===== src/rtl/bcd_frame_conv.sv =====
// Per-frame binary-to-BCD converter: snapshots NUM values on start, converts them one at a
// time with a double-dabble engine and publishes every digit at once.
//
// state | meaning
// IDLE  | waiting for start; dec holds the last frame
// LOAD  | load slot idx into the shift register, arm the bit counter
// SHIFT | BIN_W add-3/shift-left iterations
// STORE | write slot idx digits (saturated to all nines) into the work buffer
// DONE  | dec and done reflect the finished frame for one cycle
module bcd_frame_conv #(
    parameter int NUM    = 36,
    parameter int BIN_W  = 10,
    parameter int DIGITS = 3
) (
    input  logic                       clk,
    input  logic                       RST,
    input  logic                       start,
    input  logic [NUM*BIN_W-1:0]       bin,
    output logic [NUM*DIGITS*4-1:0]    dec,
    output logic                       busy,
    output logic                       done
);

    localparam int DEC_W = DIGITS * 4;
    localparam int SR_W  = DEC_W + BIN_W;
    localparam int IDX_W = (NUM > 1) ? $clog2(NUM) : 1;
    localparam int CNT_W = $clog2(BIN_W + 1);
    localparam logic [31:0]      LIMIT = 32'(10 ** DIGITS);
    localparam logic [DEC_W-1:0] NINES = {DIGITS{4'h9}};

    localparam logic [2:0] S_IDLE  = 3'd0;
    localparam logic [2:0] S_LOAD  = 3'd1;
    localparam logic [2:0] S_SHIFT = 3'd2;
    localparam logic [2:0] S_STORE = 3'd3;
    localparam logic [2:0] S_DONE  = 3'd4;

    logic [2:0]               state_q, state_d;
    logic [IDX_W-1:0]         idx_q, idx_d;
    logic [CNT_W-1:0]         cnt_q, cnt_d;
    logic [SR_W-1:0]          sr_q, sr_d;
    logic [NUM*BIN_W-1:0]     bin_q, bin_d;
    logic [NUM*DEC_W-1:0]     work_q, work_d;
    logic [NUM*DEC_W-1:0]     dec_q, dec_d;
    logic                     done_q, done_d;

    logic [BIN_W-1:0]         cur_bin;
    logic [SR_W-1:0]          sr_adj;
    logic [DEC_W-1:0]         digits;

    always_comb begin
        state_d = state_q;
        idx_d   = idx_q;
        cnt_d   = cnt_q;
        sr_d    = sr_q;
        bin_d   = bin_q;
        work_d  = work_q;
        dec_d   = dec_q;
        done_d  = 1'b0;

        cur_bin = bin_q[idx_q*BIN_W +: BIN_W];

        sr_adj = sr_q;
        for (int k = 0; k < DIGITS; k++) begin
            if (sr_q[BIN_W+4*k +: 4] >= 4'd5) begin
                sr_adj[BIN_W+4*k +: 4] = sr_q[BIN_W+4*k +: 4] + 4'd3;
            end
        end

        // Only a value beyond 10^DIGITS-1 can overflow the top digit, so it is replaced.
        if (32'(cur_bin) >= LIMIT) begin
            digits = NINES;
        end else begin
            digits = sr_q[SR_W-1 -: DEC_W];
        end

        case (state_q)
            S_IDLE: begin
                if (start) begin
                    bin_d   = bin;
                    idx_d   = '0;
                    state_d = S_LOAD;
                end
            end
            S_LOAD: begin
                sr_d    = {{DEC_W{1'b0}}, cur_bin};
                cnt_d   = CNT_W'(BIN_W);
                state_d = S_SHIFT;
            end
            S_SHIFT: begin
                sr_d  = sr_adj << 1;
                cnt_d = cnt_q - 1'b1;
                if (cnt_q == CNT_W'(1)) begin
                    state_d = S_STORE;
                end
            end
            S_STORE: begin
                work_d[idx_q*DEC_W +: DEC_W] = digits;
                if (idx_q == IDX_W'(NUM - 1)) begin
                    // Publish on this edge so dec and done appear together in DONE.
                    dec_d   = work_d;
                    done_d  = 1'b1;
                    state_d = S_DONE;
                end else begin
                    idx_d   = idx_q + 1'b1;
                    state_d = S_LOAD;
                end
            end
            S_DONE: begin
                state_d = S_IDLE;
            end
            default: begin
                state_d = S_IDLE;
            end
        endcase
    end

    always_ff @(posedge clk) begin
        if (RST) begin
            state_q <= S_IDLE;
            idx_q   <= '0;
            cnt_q   <= '0;
            sr_q    <= '0;
            bin_q   <= '0;
            work_q  <= '0;
            dec_q   <= '0;
            done_q  <= 1'b0;
        end else begin
            state_q <= state_d;
            idx_q   <= idx_d;
            cnt_q   <= cnt_d;
            sr_q    <= sr_d;
            bin_q   <= bin_d;
            work_q  <= work_d;
            dec_q   <= dec_d;
            done_q  <= done_d;
        end
    end

    assign busy = (state_q != S_IDLE);
    assign done = done_q;
    assign dec  = dec_q;

endmodule

===== config.mk =====
export PLATFORM = sky130hd
export DESIGN_NAME = bcd_frame_conv
export DESIGN_NICKNAME = d
export VERILOG_FILES = /design/src/rtl/bcd_frame_conv.sv
export SDC_FILE = /design/constraint.sdc
export NUM_CORES = 2
export LEC_CHECK = 0
export BUFFER_PORTS_ARGS = -buffer_cell sky130_fd_sc_hd__buf_4
export CAP_MARGIN = 25
export CORE_UTILIZATION = 40
export DETAILED_ROUTE_END_ITERATION = 6
export PLACE_DENSITY = 0.62
export SLEW_MARGIN = 20
export SYNTH_ARGS = -nofsm -noshare
export SYNTH_HDL_FRONTEND = slang
export SYNTH_SLANG_ARGS = --single-unit

===== constraint.sdc =====
create_clock -name clk -period 8.8 [get_ports clk]
set_clock_uncertainty 0.05 [all_clocks]
set_input_delay 0.88 -clock clk [delete_from_list [all_inputs] [get_ports clk]]
set_output_delay 0.88 -clock clk [all_outputs]
set_load 0.005 [all_outputs]

==> metrics.txt <==
Die Span Y 373 um; CTS Root Buffer Type clkbuf_16; Min Clock Period, post-route 7.05 ns; DRC Markers 1; Starting Density 40.5%; failing checks design-rule violations; Post-synth EDFFs 0; Die Wd 373 um; RSZ-0062 raised after global routing no; gpl congestion 1.04; max-cap violation count 0; pin count of the biggest net entering global routing 231; power per cell area 197 nW/um^2; detailed-route via count 54300; Slowest cell on crit path nor4_2; flops & latches, synth 1260; CTS buffer count 137; Mapped Cells 6606; Reg2Reg Setup Slack 1.75 ns; Core ar. 136000 um^2; reg-to-reg critical path endpoint work_q[174]$_SDFFE_PP0P_; Worst Path Max Fanout 25; postcts setup bufs 0; drt pass-1 iters 7; Crit path arrival time 7.63 ns; slowest stage delay, CP 0.81 ns; Sink Count 1260; Worst-Margin Slew 1.24 ns; final hold vios 0; cts hold-fix bufs 0; H-tree depth 4; Post-DP Area 62400 um^2; Hold EP bin_q[67]$_SDFFE_PP0P_; worst skew pair latency 0.79 ns; Mapped Avg Cell Area 8.33 um^2; worst r2r src idx_q[3]$_SDFFE_PP0P_; Synth Warn # 0; most frequent cells in the layout dfxtp_1, nand2_1, a21oi_1; Hold Slack 0.287 ns; Post-Route WL 244000 um; Routed Antenna Nets 0; row count 135; share of the yosys chip area belonging to registers 45.8%; Yosys cell types 91; gr usage total 33.6%; drt wl/cell 27.0 um; Clock Tree Buf Depth 3; global route overflow 0; layout cell share with drive strength beyond 1 19.1%; Peak VDD IR 0.156 mV; final setup margin 1.75 ns; initial antenna violation count 21; fmax 0.142 GHz; r2r worst-path depth 15; full die area 139000 um^2; worst setup path start idx_q[3]$_SDFFE_PP0P_; worst setup path class register to register; Worst-path clk slew 0.06 ns; DP Wirelength 171000 um; Post-synth ARST share 0%; vias per std cell 6.01; Setup crit end kind register; Min-Delay Path Class input pin to register; worst hold start bin[67]; final instance area 67200 um^2; Critical Path RT 9.38 ns; Layout area overhead 22.2%; ys flop type dfxtp_1; Mapped Nets 6989; CP Launch Type register; PortBufs 796; Resized cells post-CTS 0; hold depth 3; global-route wire length before repair 347000 um; period utilization 80.1%; drt initial violations 6686; Synth Cell Area 55000 um^2; Placement Setup Slack 1.99 ns; TNS Setup 0 ns; most common cell after layout, fill and taps aside dfxtp_1; Final setup viols 0; I/O pin cnt 797; Max-Slew Margin vs Limit 17.4%; outcome complete, but fails checks; max-slew violations 0; LEAKAGE 24.6 nW; nets 7515; crit path cell chain clkinv_1 > ha_1 > a21oi_1 > o21bai_1 > xor2_1 > nand4_1 > nor3_1 > ha_1 > buf_4 > nand3_2 > buf_4 > nor4_2 > nand2_1 > mux2i_1 > nor2_1; vias in the first global route 49500; TritonCTS clock tree done
per-layer routing:
metal / track usage [%] / vias to the layer above / routed length, um
li1: - / 24500 / -
met1: 43.6 / 26300 / 97700
met2: 49.9 / 2923 / 105000
met3: 9.76 / 614 / 26400
met4: 18.5 / 12 / 14800
met5: 0 / - / 85
synthesized netlist by cell type, drive strengths merged (30+ instances only):
cell type	n	area, um^2
a31oi	48	300
nand4	81	507
a211oi	57	450
dfxtp	1260	25200
clkbuf	452	1700
nor4	66	663
o21ai	512	2560
nor2	412	1560
nand2	1225	4600
nand3	240	1210
mux4	81	1820
mux2i	381	3810
nor3	137	851
a21oi	1089	5470
buf	105	584
a22oi	30	225
how the worst max path moves through the flow:
stage          cells past startpoint                        to
5_1_grt                           15  work_q[174]$_SDFFE_PP0P_
6_report                          15  work_q[174]$_SDFFE_PP0P_
3_3_place_gp                      13     dec[381]$_SDFFE_PP0P_
3_5_place_dp                      15  work_q[174]$_SDFFE_PP0P_
2_1_floorplan                     19  work_q[213]$_SDFFE_PP0P_
4_1_cts                           15  work_q[174]$_SDFFE_PP0P_
registers in the layout (all words and copies together), names as in the netlist:
name / cells
bin_q: 360
cnt_q: 4
dec: 432
done: 1
idx_q: 6
sr_q: 22
state_q: 3
work_q: 432
worst max-delay path, delay by kind of cell (launching register included):
kind	cells	cell delay (ns)
and+or+nand+nor	6	3.00
buffers and inverters	3	1.54
adders and majority gates	2	0.94
xor gates and xnor gates	1	0.42
AOI/OAI and AO/OA	2	0.39
DFF	1	0.33
muxes	1	0.23
final cells by class:
| class | instances | area, um^2 |
|---|---|---|
| Antenna cell | 16 | 40.0 |
| Clock buffer | 200 | 4030 |
| Clock inverter | 44 | 696 |
| Fill cell | 13000 | 68700 |
| Inverter | 31 | 124 |
| Multi-Input combinational cell | 4758 | 27700 |
| Sequential cell | 1260 | 25200 |
| Tap cell | 1781 | 2230 |
| Timing Repair Buffer | 944 | 7240 |
per-stage QoR:
step                std cells  utilization [%]  total power, mW
detailed placement       8769             45.9             7.22
finish                   9034             49.5             13.2
CTS                      9013             49.4             13.2
floorplan                6606                -             6.74
global placement         8759             45.8             7.20
global route             9031             49.5             13.6
power by group:
group          total [mW]  leakage, nW  internal, mW  switching [mW]
clock network        6.09         2.31          3.58            2.51
logic                1.16         12.1         0.369           0.794
registers            5.97         10.2          5.87          0.0977
total                13.2         24.6          9.82            3.40
logic make-up after synthesis:
logic type | synth area share [%]
compound gates | 19.9
xor+xnor | 0.534
fa+ha+maj | 0.468
buf+inv | 4.36
flops | 45.8
simple gates | 18.4
mux | 10.4
Power figures use the tool's default switching activity.
